[src/rtl/ring_buffer_reader.sv]
// rtl/ring_buffer_reader.sv - read side of the 8-bit ring buffer: shadow count, pop issue, 2-entry skid stream
// Optional sticky overflow flag port ovf when RB_READER_OVF_EN is defined.
module ring_buffer_reader #(
  parameter int DEPTH = 10,
  parameter int CW    = 4
) (
  input  logic          clock,
  input  logic          reset,
  input  logic          rb_push,
  output logic          rb_pop,
  input  logic [7:0]    rb_data,
  input  logic          flush,
  output logic          m_valid,
  input  logic          m_ready,
  output logic [7:0]    m_data,
  output logic [CW-1:0] occupancy,
  output logic          busy
`ifdef RB_READER_OVF_EN
  ,
  output logic          ovf
`endif
);

  typedef enum logic {ST_RUN = 1'b0, ST_FLUSH = 1'b1} state_e;

  state_e        state_q;
  logic          busy_q;
  logic [CW-1:0] count_q, count_d;
  logic          inflight_q;
  logic          v0_q, v1_q, v0_d, v1_d;
  logic [7:0]    d0_q, d1_q, d0_d, d1_d;
  logic          xfer, drop, capture, at_max;
  logic [1:0]    used_eff;

  // Credit counts skid entries net of the byte leaving this cycle, so a
  // draining consumer keeps pops going every cycle.
  always_comb begin
    xfer     = v0_q & m_ready;
    used_eff = {1'b0, v0_q} + {1'b0, v1_q} - {1'b0, xfer};
    at_max   = (count_q == CW'(DEPTH));
    rb_pop   = !reset && !rb_push && (count_q != '0) &&
               ((state_q == ST_FLUSH) || ((used_eff + {1'b0, inflight_q}) < 2'd2));

    count_d = count_q;
    if (rb_push) begin
      if (!at_max) count_d = count_q + CW'(1);
    end else if (rb_pop) begin
      count_d = count_q - CW'(1);
    end
  end

  // Skid update: shift out on transfer, then append the returning byte.
  always_comb begin
    drop    = (state_q == ST_FLUSH) || flush;
    capture = inflight_q && !drop;
    v0_d    = v0_q;
    v1_d    = v1_q;
    d0_d    = d0_q;
    d1_d    = d1_q;
    if (xfer) begin
      v0_d = v1_q;
      d0_d = d1_q;
      v1_d = 1'b0;
    end
    if (capture) begin
      if (!v0_d) begin
        v0_d = 1'b1;
        d0_d = rb_data;
      end else begin
        v1_d = 1'b1;
        d1_d = rb_data;
      end
    end
    if (drop) begin
      v0_d = 1'b0;
      v1_d = 1'b0;
    end
  end

  always_ff @(posedge clock) begin
    if (reset) begin
      state_q    <= ST_RUN;
      busy_q     <= 1'b0;
      count_q    <= '0;
      inflight_q <= 1'b0;
      v0_q       <= 1'b0;
      v1_q       <= 1'b0;
      d0_q       <= 8'h00;
      d1_q       <= 8'h00;
    end else begin
      count_q    <= count_d;
      inflight_q <= rb_pop;
      v0_q       <= v0_d;
      v1_q       <= v1_d;
      d0_q       <= d0_d;
      d1_q       <= d1_d;
      case (state_q)
        ST_RUN: begin
          if (flush) begin
            state_q <= ST_FLUSH;
            busy_q  <= 1'b1;
          end
        end
        ST_FLUSH: begin
          if (!flush && (count_q == '0) && !inflight_q) begin
            state_q <= ST_RUN;
            busy_q  <= 1'b0;
          end
        end
        default: begin
          state_q <= ST_RUN;
          busy_q  <= 1'b0;
        end
      endcase
    end
  end

`ifdef RB_READER_OVF_EN
  logic ovf_q;

  always_ff @(posedge clock) begin
    if (reset)                 ovf_q <= 1'b0;
    else if (rb_push && at_max) ovf_q <= 1'b1;
  end

  assign ovf = ovf_q;
`endif

  assign m_valid   = v0_q;
  assign m_data    = d0_q;
  assign occupancy = count_q;
  assign busy      = busy_q;

endmodule

[config.mk]
export PLATFORM = sky130hd
export DESIGN_NAME = ring_buffer_reader
export DESIGN_NICKNAME = d
export VERILOG_FILES = /design/src/rtl/ring_buffer_reader.sv
export SDC_FILE = /design/constraint.sdc
export NUM_CORES = 1
export LEC_CHECK = 0
export ABC_AREA = 0
export CORE_MARGIN = 4
export CORE_UTILIZATION = 49
export DETAILED_ROUTE_END_ITERATION = 8
export GPL_ROUTABILITY_DRIVEN = 0
export PLACE_DENSITY = 0.8
export SLEW_MARGIN = 25
export SYNTH_ARGS = -nofsm -noshare
export SYNTH_HDL_FRONTEND = slang
export SYNTH_SLANG_ARGS = --single-unit
[constraint.sdc]
create_clock -name clock -period 4.9 [get_ports clock]
set_input_delay 1.47 -clock clock [delete_from_list [all_inputs] [get_ports clock]]
set_output_delay 1.47 -clock clock [all_outputs]
set_load 0.05 [all_outputs]
; Word-level counts from Yosys, hierarchy flattened
; Cells that the tools add are included.
[totals]
reg_bits = 25
latchBits = 0
ramBits = 0
mem_bits_ro = 0
in_bits = 13
output_inout_bits = 15
wordCells = 57
memories = 0
[op_classes]
add_sub_neg = 5
n_mul = 0
n_div = 0
n_lt_le_gt_ge = 1
n_eq_ne = 4
shifts = 0
mux = 17
bitwise_logic = 2
reduce_logical = 20
[op_table]
columns = op, n
row1 = two-way mux 8 bit, 3
row2 = two-way mux 4 bit, 3
row3 = two-way mux 1 bit, 9
row4 = logical AND 1 bit, 6
row5 = AND reduction 2 bit, 3
row6 = logical NOT 1 bit, 5
row7 = adder 4 x 1 -> 4 bit (second input constant), 1
row8 = == test 4 bit (second input constant), 1
row9 = logical NOT 4 bit, 1
row10 = != test 2 bit (second input constant), 2
row11 = one-hot mux 1 bit (2 select lines), 2
row12 = nonzero test 4 bit, 1
row13 = subtractor 4 x 1 -> 4 bit (second input constant), 1
row14 = adder 1 x 1 -> 2 bit, 1
row15 = adder 2 x 1 -> 2 bit, 1
row16 = logical OR 1 bit, 2
row17 = < comparator 2 bit (second input constant), 1
row18 = != test 2 x 1 -> 1 bit (second input constant), 1
row19 = nonzero test 2 bit, 1
row20 = OR reduction 2 bit, 1
row21 = subtractor 2 x 1 -> 2 bit, 1
row22 = AND 1 bit, 1
row23 = inverter 1 bit, 1

; Depth between registers and ports, before layout
[logic_depth]
word_depth = 8
depth_mapped = 9
ltp_nobuf = 9

; Worst setup path before layout
; No wires, ideal clock.
[synth_timing]
path_type = in2out
startpoint = input port m_ready
endpoint = output port rb_pop
arrival_time_ps = 3433
required_time_ps = 3430
setup_slack_ps = -3
path_stages = 8
n_path_buf = 0
cell_sequence = nand2_1 > clkinv_1 > ha_1 > inv_1 > ha_1 > a21oi_1 > mux2i_2 > and2_1
[synth_between]
elab_chain_len = 6
[synth_lines]
columns = item, line
row1 = start: declaration, 14  ; input logic m_ready,
row2 = AND 1 bit, 38  ; xfer = v0_q & m_ready;
row3 = subtractor 2 x 1 -> 2 bit, 39  ; used_eff = {1'b0, v0_q} + {1'b0, v1_q} - {1'b0, xfer};
row4 = adder 2 x 1 -> 2 bit, 42  ; ((state_q == ST_FLUSH) || ((used_eff + {1'b0, inflight_q}) < 2'd2));
row5 = < comparator 2 bit, 42
row6 = logical OR 1 bit, 42
row7 = logical AND 1 bit, 41  ; rb_pop = !reset && !rb_push && (count_q != '0) &&
row8 = end: declaration, 10  ; output logic rb_pop,
; No other way between the ends.

; Final worst setup path
; Same ends and word-level chain as after synthesis.

==> flow_summary.json <==
{
  "hold_ws_ns": 0.514,
  "cts_inserted_buffers": 3,
  "slew_headroom_pct": 60.8,
  "regArea_um2": 500,
  "hp-class": "reg2reg",
  "finalHoldViolations": 0,
  "start_util_pct": 51.1,
  "period_share_pct": 97.9,
  "cts_max_level": 1,
  "worstSkewPairLatency_ns": 0.32,
  "synth_top_area_cell": "dfxtp_1",
  "cts.path.max_buffers": 2,
  "syn_avg_cell_area_um2": 9.59,
  "die_x_um": 58.8,
  "cts_sinks": 25,
  "ys_seq_area_share_pct": 39.5,
  "drt-initial-drc-count": 19,
  "cp-end-kind": "primary output",
  "grt.total_usage_pct": 15.4,
  "ys.warnings.count": 0,
  "p_total_mw": 0.536,
  "p_sw_mw": 0.198,
  "synth_area_leaders": "dfxtp_1 (40%), a311oi_2 (9.5%), mux2i_1 (7.1%)",
  "power.density_nw_per_um2": 331,
  "avgRoutedWirePerCell_um": 13.0,
  "crit_end": "rb_pop",
  "drive_above_1_share_pct": 16.7,
  "cap_viol_max_count": 0,
  "fp.coreArea_um2": 2480,
  "reg2reg_slack_ns": 2.67,
  "portBuffers": 27,
  "finClkSkew_ns": 0.0107,
  "n_antenna_cell": 0,
  "multi_input_area_um2": 731,
  "arrival_ns": 3.33,
  "setup_viol": 0,
  "ys_ff_latch": 25,
  "startpoint_type": "primary input",
  "antenna_found_initial": 0,
  "synthCells": 132,
  "slew_viol_final": 0,
  "internal-power_mw": 0.339,
  "syn_to_final_growth_pct": 28.0,
  "routed_wl_mm": 2.50,
  "final.min_clock_period_ns": 4.80,
  "rows": 18,
  "crit_type": "in2out",
  "synth.distinct_cells": 30,
  "root_buffer": "clkbuf_4",
  "clockPowerShare_pct": 17.1,
  "drt-vias-per-instance": 5.24,
  "first_global_vias": 950,
  "drcViolationCount": 0,
  "place_hpwl_mm": 1.88,
  "die_area_um2": 3460,
  "rr_worst_depth": 10,
  "grt_max_degree": 29,
  "cts_tree": "done",
  "fin_nets": 181,
  "ant_nets": 0,
  "worstPathMaxFanout": 2,
  "post_cts_buffers": 0,
  "synth_top_cell_area_share_pct": 39.5,
  "p_leak_nw": 0.656,
  "peakVddDrop_uv": 272,
  "timing.rr.end": "occupancy[2]$_SDFFE_PP0P_",
  "num_vias": 1007,
  "postCtsHoldBufs": 0,
  "fin_cells": 192,
  "fillers": 208,
  "seqPwrFrac_pct": 46.0,
  "ios": 28,
  "drtPass1Iterations": 4,
  "combPwrFrac_pct": 36.9,
  "p_sw_share_pct": 36.8,
  "status": "completed",
  "die_h_um": 58.8,
  "syn_area_um2": 1270,
  "grt_overflow": 0,
  "worstMarginPinSlew_ns": 0.586,
  "setup-tns-final_ns": 0,
  "timing.fmax_mhz": 209,
  "grt_pass1_wl_mm": 4.15,
  "required_ns": 3.43,
  "rsz0062_at_grt": "false",
  "path_clk_slew_ns": 0.14,
  "synth_fp_nets": 150,
  "startpoint": "m_ready",
  "placedCellCount": 188,
  "r2r_start": "m_valid$_SDFF_PP0_"
}
-- through the flow --
step / setup slack, ns / area [um^2] / utilization [%]
6_report: 0.104 / 1620 / 65.4
3_5_place_dp: -0.0101 / 1590 / 64.0
4_1_cts: 0.00874 / 1620 / 65.3
3_3_place_gp: 0.0315 / 1590 / 64.0
5_1_grt: 0.0488 / 1620 / 65.4
2_1_floorplan: 0.119 / 1270 / -
-- final cells by class --
cell class / instances / area share [%]
timing repair buffer: 31 / 19.2
clock buffer: 4 / 1.62
multi-input combinational: 98 / 45.1
inverter: 4 / 0.927
tap: 30 / 2.32
sequential: 25 / 30.9
-- Yosys cell counts, drive strengths merged --
| master | count |
|---|---|
| dfxtp | 25 |
| nor2 | 24 |
| nand2 | 18 |
| mux2i | 10 |
| a311oi | 8 |
| a21oi | 5 |
| nor2b | 5 |
| ha | 4 |
| and2 | 3 |
| buf | 3 |
| inv | 3 |
| mux2 | 3 |
| nand2b | 3 |
| nand3 | 3 |
| a211oi | 2 |
| clkbuf | 2 |
| nor4 | 2 |
| a2111oi | 1 |
| a21bo | 1 |
| a31oi | 1 |
| and4bb | 1 |
| clkinv | 1 |
| fa | 1 |
| nor3 | 1 |
| nor3b | 1 |
| xnor2 | 1 |
-- registers in the layout, indices dropped and copies added, names as in the netlist --
name / flops
v1_q: 1
m_valid: 1
m_data: 8
inflight_q: 1
occupancy: 4
busy: 1
state_q: 1
d1_q: 8
-- power by group through the flow --
stage / logic [mW] / registers [mW] / clock network, mW
2_1_floorplan: 0.0839 / 0.300 / 0
3_3_place_gp: 0.193 / 0.250 / 0
3_5_place_dp: 0.198 / 0.251 / 0
4_1_cts: 0.199 / 0.247 / 0.0955
5_1_grt: 0.211 / 0.251 / 0.106
6_report: 0.198 / 0.247 / 0.0915
-- worst min path at each step --
stage / from / to / slack [ns] / cells after the start
after detailed placement: busy$_SDFFE_PP0P_ / busy$_SDFFE_PP0P_ / 0.49 / 2
after CTS: v1_q$_SDFF_PP0_ / v1_q$_SDFF_PP0_ / 0.52 / 2
after floorplan: d1_q[0]$_SDFFE_PP0P_ / d1_q[0]$_SDFFE_PP0P_ / 0.46 / 2
final: d1_q[5]$_SDFFE_PP0P_ / m_data[5]$_SDFF_PP0_ / 0.51 / 2
after global placement: d1_q[6]$_SDFFE_PP0P_ / d1_q[6]$_SDFFE_PP0P_ / 0.48 / 2
after global routing: v1_q$_SDFF_PP0_ / v1_q$_SDFF_PP0_ / 0.53 / 2
-- cells by family after synthesis --
kind of cell	synth area share, %
AO/OA/AOI/OAI	15.9
XOR/XNOR	0.692
adder cells (fa/ha/maj)	5.53
buffers and inverters	3.46
flip-flops	39.5
multiplexers	10.9
AND/OR/NAND/NOR	24.0
-- cells in the final DEF (no fill, tap or decap), types with 2 or more instances in the layout --
| cell type | count |
|---|---|
| and2_1 | 2 |
| nor2_1 | 24 |
| a21oi_1 | 3 |
| nor2b_1 | 5 |
| clkdlybuf4s50_1 | 26 |
| clkbuf_4 | 3 |
| buf_4 | 4 |
| nand2_1 | 17 |
| a21oi_2 | 2 |
| ha_1 | 4 |
| nand3_1 | 3 |
| mux2i_1 | 9 |
| a311oi_2 | 8 |
| a211oi_1 | 2 |
| dfxtp_1 | 25 |
| mux2_1 | 3 |
| inv_1 | 3 |
| nand2b_1 | 3 |
-- what timing repair did --
action                                  4_1_cts  5_1_grt
gates resized for setup                       1        3
endpoints found under the setup margin        1        1
pin swaps                                     0        1
-- per-layer routing --
metal | global-route usage (%) | share of wire [%] | wire (um) | vias up
met2 | 26.5 | 51 | 1270 | 19
met4 | 2.91 | 1.0 | 25 | 0
li1 | - | - | - | 516
met1 | 19.1 | 44 | 1100 | 470
met3 | 4.82 | 4.2 | 104 | 2
met5 | 0 | 0 | 0 | -
-- critical path, cell delays in order --
cell	delay [ns]
clkdlybuf4s50_1	0.43
nand2_2	0.09
inv_2	0.04
ha_1	0.26
inv_1	0.04
ha_1	0.28
a21oi_2	0.15
mux2i_2	0.25
and2_4	0.19
buf_12	0.13
(Power assumes the default switching activity.)
